<file path="src/rtl/aer_event_queue.sv">
// aer_event_queue
//   Timestamps every spike from the pixel spike encoder, serializes
//   simultaneous spikes through a round-robin arbiter and buffers them in a
//   show-ahead FIFO. One AER event {address, timestamp} is offered per cycle
//   on a valid/ready interface to the synapse/neuron layer.
//
// Ports
//   clk          system clock, rising edge
//   rst_n        asynchronous active-low reset
//   enable       capture enable; low clears timestamp and pending state
//   spike_in     one-cycle spike pulses, bit i = encoder spike_out_i
//   ev_valid     FIFO head holds an event
//   ev_ready     consumer accepts the head event
//   ev_addr      address of the head event (0 while empty)
//   ev_ts        timestamp of the head event (0 while empty)
//   fifo_count   current FIFO occupancy
//   drop_count   saturating count of refused spikes (cleared only by reset)
//   busy         any spike pending or FIFO non-empty
module aer_event_queue #(
  parameter int NUM_INPUTS = 4,
  parameter int FIFO_DEPTH = 8,
  parameter int TS_WIDTH   = 8,
  localparam int AW = (NUM_INPUTS > 1) ? $clog2(NUM_INPUTS) : 1,
  localparam int PW = $clog2(FIFO_DEPTH),
  localparam int CW = PW + 1
) (
  input  logic                  clk,
  input  logic                  rst_n,
  input  logic                  enable,
  input  logic [NUM_INPUTS-1:0] spike_in,
  output logic                  ev_valid,
  input  logic                  ev_ready,
  output logic [AW-1:0]         ev_addr,
  output logic [TS_WIDTH-1:0]   ev_ts,
  output logic [CW-1:0]         fifo_count,
  output logic [15:0]           drop_count,
  output logic                  busy
);

  logic [TS_WIDTH-1:0]   ts_q, ts_d;
  logic [NUM_INPUTS-1:0] pending_q, pending_d;
  logic [TS_WIDTH-1:0]   pend_ts_q [NUM_INPUTS];
  logic [TS_WIDTH-1:0]   pend_ts_d [NUM_INPUTS];
  logic [AW-1:0]         last_grant_q, last_grant_d;
  logic [15:0]           drop_count_q, drop_count_d;

  logic [AW-1:0]         mem_addr_q [FIFO_DEPTH];
  logic [AW-1:0]         mem_addr_d [FIFO_DEPTH];
  logic [TS_WIDTH-1:0]   mem_ts_q   [FIFO_DEPTH];
  logic [TS_WIDTH-1:0]   mem_ts_d   [FIFO_DEPTH];
  logic [PW-1:0]         wr_ptr_q, wr_ptr_d;
  logic [PW-1:0]         rd_ptr_q, rd_ptr_d;
  logic [CW-1:0]         count_q, count_d;

  logic                  grant_hit;
  logic [AW-1:0]         grant_idx;
  logic                  fifo_full;
  logic                  push;
  logic                  pop;
  logic [16:0]           refusals;
  logic [16:0]           drop_sum;

  // Round-robin search: offsets are scanned from the farthest to the nearest
  // so the last hit is the first pending bit after last_grant.
  always_comb begin
    int scan_idx;
    scan_idx  = 0;
    grant_hit = 1'b0;
    grant_idx = '0;
    for (int off = NUM_INPUTS; off >= 1; off--) begin
      scan_idx = int'(last_grant_q) + off;
      if (scan_idx >= NUM_INPUTS) scan_idx = scan_idx - NUM_INPUTS;
      if (pending_q[AW'(scan_idx)]) begin
        grant_hit = 1'b1;
        grant_idx = AW'(scan_idx);
      end
    end
  end

  assign fifo_full = (count_q == CW'(FIFO_DEPTH));
  // A full FIFO refuses the push even when the head pops on the same edge.
  // Grants are also suppressed while disabled so that no pending spike
  // leaks into the FIFO on the edge that clears it.
  assign push = enable & grant_hit & ~fifo_full;
  assign pop  = (count_q != '0) & ev_ready;

  always_comb begin
    logic granted;
    granted   = 1'b0;
    ts_d      = enable ? ts_q + TS_WIDTH'(1) : '0;
    pending_d = pending_q;
    pend_ts_d = pend_ts_q;
    refusals  = '0;
    if (!enable) begin
      pending_d = '0;
      for (int i = 0; i < NUM_INPUTS; i++) pend_ts_d[i] = '0;
    end else begin
      for (int i = 0; i < NUM_INPUTS; i++) begin
        granted = push && (grant_idx == AW'(i));
        if (spike_in[i]) begin
          // A new spike on a slot whose old event is leaving this edge
          // simply takes the slot over; otherwise the older stamp wins.
          if (pending_q[i] && !granted) begin
            refusals = refusals + 17'd1;
          end else begin
            pending_d[i] = 1'b1;
            pend_ts_d[i] = ts_q;
          end
        end else if (granted) begin
          pending_d[i] = 1'b0;
        end
      end
    end
    drop_sum     = {1'b0, drop_count_q} + refusals;
    drop_count_d = drop_sum[16] ? 16'hFFFF : drop_sum[15:0];
    last_grant_d = push ? grant_idx : last_grant_q;
  end

  always_comb begin
    mem_addr_d = mem_addr_q;
    mem_ts_d   = mem_ts_q;
    wr_ptr_d   = wr_ptr_q;
    rd_ptr_d   = rd_ptr_q;
    count_d    = count_q;
    if (push) begin
      mem_addr_d[wr_ptr_q] = grant_idx;
      mem_ts_d[wr_ptr_q]   = pend_ts_q[grant_idx];
      wr_ptr_d             = wr_ptr_q + PW'(1);
    end
    if (pop) rd_ptr_d = rd_ptr_q + PW'(1);
    case ({push, pop})
      2'b10:   count_d = count_q + CW'(1);
      2'b01:   count_d = count_q - CW'(1);
      default: count_d = count_q;
    endcase
  end

  always_ff @(posedge clk or negedge rst_n) begin
    if (!rst_n) begin
      ts_q         <= '0;
      pending_q    <= '0;
      last_grant_q <= AW'(NUM_INPUTS - 1);
      drop_count_q <= '0;
      wr_ptr_q     <= '0;
      rd_ptr_q     <= '0;
      count_q      <= '0;
      for (int i = 0; i < NUM_INPUTS; i++) pend_ts_q[i] <= '0;
      for (int j = 0; j < FIFO_DEPTH; j++) begin
        mem_addr_q[j] <= '0;
        mem_ts_q[j]   <= '0;
      end
    end else begin
      ts_q         <= ts_d;
      pending_q    <= pending_d;
      last_grant_q <= last_grant_d;
      drop_count_q <= drop_count_d;
      wr_ptr_q     <= wr_ptr_d;
      rd_ptr_q     <= rd_ptr_d;
      count_q      <= count_d;
      pend_ts_q    <= pend_ts_d;
      mem_addr_q   <= mem_addr_d;
      mem_ts_q     <= mem_ts_d;
    end
  end

  // Head fields read zero while empty so stale entries never show.
  assign ev_valid   = (count_q != '0);
  assign ev_addr    = ev_valid ? mem_addr_q[rd_ptr_q] : '0;
  assign ev_ts      = ev_valid ? mem_ts_q[rd_ptr_q] : '0;
  assign fifo_count = count_q;
  assign drop_count = drop_count_q;
  assign busy       = (|pending_q) | (count_q != '0);

endmodule

</file>
<file path="config.mk">
export PLATFORM = sky130hd
export DESIGN_NAME = aer_event_queue
export DESIGN_NICKNAME = d
export VERILOG_FILES = /design/src/rtl/aer_event_queue.sv
export SDC_FILE = /design/constraint.sdc
export NUM_CORES = 1
export LEC_CHECK = 0
export ABC_CLOCK_PERIOD_IN_PS = 4400
export BUFFER_PORTS_ARGS = -buffer_cell sky130_fd_sc_hd__buf_2
export CORE_MARGIN = 2
export CORE_UTILIZATION = 40
export CTS_CLUSTER_SIZE = 25
export DETAILED_ROUTE_END_ITERATION = 7
export PLACE_DENSITY = 0.57
export SLEW_MARGIN = 0
export SYNTH_ARGS = -nofsm -noshare
export SYNTH_HDL_FRONTEND = slang
export SYNTH_SLANG_ARGS = --single-unit
</file>
<file path="constraint.sdc">
create_clock -name clk -period 4.4 [get_ports clk]
set_input_delay 0.66 -clock clk [delete_from_list [all_inputs] [get_ports clk]]
set_output_delay 0.66 -clock clk [all_outputs]
set_load 0.02 [all_outputs]
</file>
==> flow_metrics.py <==
metrics = {
    "run_status": {
        "outcome": "complete, no violations",
    },
    "timing": {
        "clock_skew_ns": 0.01115,
        "fmax_mhz": 238.2,
        "worst_slack_ns": 0.2017,
        "maxSlewHeadroom_pct": 28.42,
        "period_needed_ns": 4.198,
        "tightest_slew_ns": 1.074,
        "finalMaxSlewViolations": 0,
        "post-route-period-util_pct": 95.42,
        "finalHoldViolCount": 0,
        "setup_violations": 0,
    },
    "clock_tree": {
        "h-tree-depth": 4,
        "clk-insertion-delay-late_ns": 0.42,
        "cts_buffer_depth": 2,
        "clockRootBuffer": "clkbuf_16",
        "cts_hold_buf": 0,
        "cts_tree": "yes",
        "clk_pin_slew_ns": 0.06,
        "cts_buffers": 17,
        "clock_sinks": 152,
    },
    "detailed_routing": {
        "drc": 0,
        "num_vias": 4855,
        "firstDrtPassIters": 4,
        "drtIter0Drc": 288,
        "routedWlPerCell_um": 17.81,
        "ant_nets": 0,
        "avgViaCountPerCell": 5.318,
        "wirelength_mm": 16.26,
    },
    "critical_path": {
        "cp_slowest_cell": "dfstp_2",
        "cp_max_fo": 5,
        "arrival_ns": 4.50,
        "required_ns": 4.71,
        "crit_path_frequent_cell": "ha_1",
        "worstRegToRegCells": 20,
        "crit_chain": "o21ai_1 -> o221a_2 -> nand2b_4 -> o21a_1 -> ha_1 -> nand2_2 -> o31ai_4 -> ha_1 -> mux2i_2 -> inv_2 -> ha_4 -> o21ai_2 -> a21oi_2 -> ha_1 -> a21o_1 -> a21oi_2 -> o21bai_2 -> and3_4 -> nand3_2 -> mux2_4",
        "end_kind": "flip-flop",
        "critPathKind": "reg -> reg",
        "r2r-start": "last_grant_q[1]",
        "crit_path_start_kind": "flip-flop",
        "max_stage_delay_ns": 0.57,
        "crit_path_start": "last_grant_q[1]",
    },
    "logic_synthesis": {
        "syn-num-nets": 636,
        "ys_async_sr_fraction_pct": 100.0,
        "synth_edf_count": 0,
        "ys_warn_count": 0,
        "synth_area_mm2": 0.007435,
        "syn_inst": 613,
        "avgSynthCellArea_um2": 12.13,
        "synth_cell_types": 50,
        "synth_ff_type": "dfrtp_1",
        "yosysSeqAreaShare_pct": 51.19,
        "synth-seq-cells": 152,
    },
    "die": {
        "die_w_um": 140.3,
        "core-area_mm2": 0.01809,
        "design.die.area_mm2": 0.01969,
        "pin_count": 40,
        "start_util_pct": 41.11,
        "num_rows": 49,
        "die_h_um": 140.3,
    },
    "global_routing": {
        "grt_pass1_wl_mm": 27.15,
        "antenna_found_initial": 0,
        "grt-ovfl-total": 0,
        "grt_usage_pct": 17.77,
        "grt_max_degree": 101,
        "grt_pass1_vias": 5030,
    },
    "place": {
        "portBuffers": 39,
        "place_hpwl_mm": 10.44,
        "dp_slack_ns": -0.04624,
        "routabilityCongestion": 0.7918,
    },
    "pwr": {
        "power_density_mw_per_mm2": 663.8,
        "irDropWorstVdd_uv": 283.9,
        "p_leak_nw": 4.117,
        "total_power_mw": 5.823,
    },
    "finish": {
        "num_antenna_cells": 0,
        "num-nets-final": 694,
        "mostFrequentLayoutCells": "146 x dfrtp_1, 66 x mux2_2, 53 x nor2_1",
        "areaGrowthSynthToFinish_pct": 17.99,
        "final_common_cell": "dfrtp_1",
        "drive_above_1_share_pct": 34.36,
    },
    "job": {
        "maxCapViolCount": 0,
    },
    "worst_hold_path": {
        "worstHoldPathType": "in -> async",
    },
}
-- flip-flops by register name, summed over array words and instances, names as in the netlist --
name          flops
mem_addr_q       16
ts_q              8
pend_ts_q        32
rd_ptr_q          3
fifo_count        4
pending_q         4
drop_count       16
last_grant_q      2
wr_ptr_q          3
mem_ts_q         64
-- worst max-delay path, delay by kind of cell, from the launching register on --
kind,cells,cell delay (ns)
adder cells (fa/ha/maj),4,1.14
flip-flops,1,0.57
buffers and inverters,1,0.08
multiplexers,2,0.50
AO/OA/AOI/OAI,9,1.29
AND/OR/NAND/NOR,4,0.50
-- area by class of cell --
type / instances / area (um2)
Fill cell: 1577 / 9314
Sequential cell: 152 / 3811
Multi-Input combinational cell: 415 / 3507
Timing Repair Buffer: 73 / 469.2
Clock buffer: 20 / 456.7
Tap cell: 229 / 286.5
Clock inverter: 12 / 196.4
Inverter: 12 / 45.04
-- logic make-up after synthesis --
group / Yosys count / synth area share, %
xor gates and xnor gates: 27 / 3.282
muxes: 132 / 22.75
AOI/OAI and AO/OA: 74 / 6.547
adders and majority gates: 15 / 2.726
DFF: 152 / 51.19
buffers and inverters: 46 / 2.962
and+or+nand+nor: 167 / 10.54
-- power by group --
group	leakage, nW	switching, mW	internal [mW]
clock	0.312	0.570	1.04
sequential	1.97	0.338	1.82
combinational	1.83	1.03	1.03
total	4.12	1.93	3.89
-- through the flow --
step | TNS (ns) | instance area, um2 | std cells | util [%] | hold WS, ns
2_1_floorplan | 0 | 7482 | 613 | - | 0.3644
3_3_place_gp | 0 | 8015 | 876 | 44.32 | 0.4598
3_5_place_dp | -0.04624 | 8015 | 876 | 44.32 | 0.4827
4_1_cts | 0 | 8668 | 908 | 47.93 | 0.3794
5_1_grt | -0.007135 | 8772 | 913 | 48.50 | 0.3700
6_report | 0 | 8772 | 913 | 48.50 | 0.3238
-- layer usage --
layer	global-route usage [%]	up-vias	wire, um
met4	5.104	0	150
met2	28.72	57	7957
met3	3.761	12	441
li1	-	2271	-
met5	0	-	0
met1	24.37	2515	7708
-- worst paths after layout --
path,endpoint,slack (ns)
max,drop_count[15],0.20
min,fifo_count[2],0.32
max reg2reg,drop_count[15],0.20
min reg2reg,mem_ts_q[48],0.49
max in group asynchronous,pending_q[3],3.05
min in group clk,mem_ts_q[48],0.49
-- synth_stat cells (all sizes together), types with 14 or more instances --
library cell / count / area, um2
dfrtp: 150 / 3754
mux2: 75 / 870.8
nor2: 55 / 209.0
nand2: 47 / 188.9
a21oi: 40 / 207.7
mux2i: 37 / 370.4
nand3: 25 / 125.1
buf: 20 / 122.6
mux4: 20 / 450.4
nor2b: 15 / 93.84
xor2: 15 / 138.9
clkbuf: 14 / 52.55
-- timing repair --
| action | 4_1_cts | 5_1_grt |
|---|---|---|
| gates resized for setup | 0 | 18 |
| endpoints found under the setup margin | 0 | 16 |
| setup buffers | 0 | 5 |
Power figures use the tool's default switching activity.
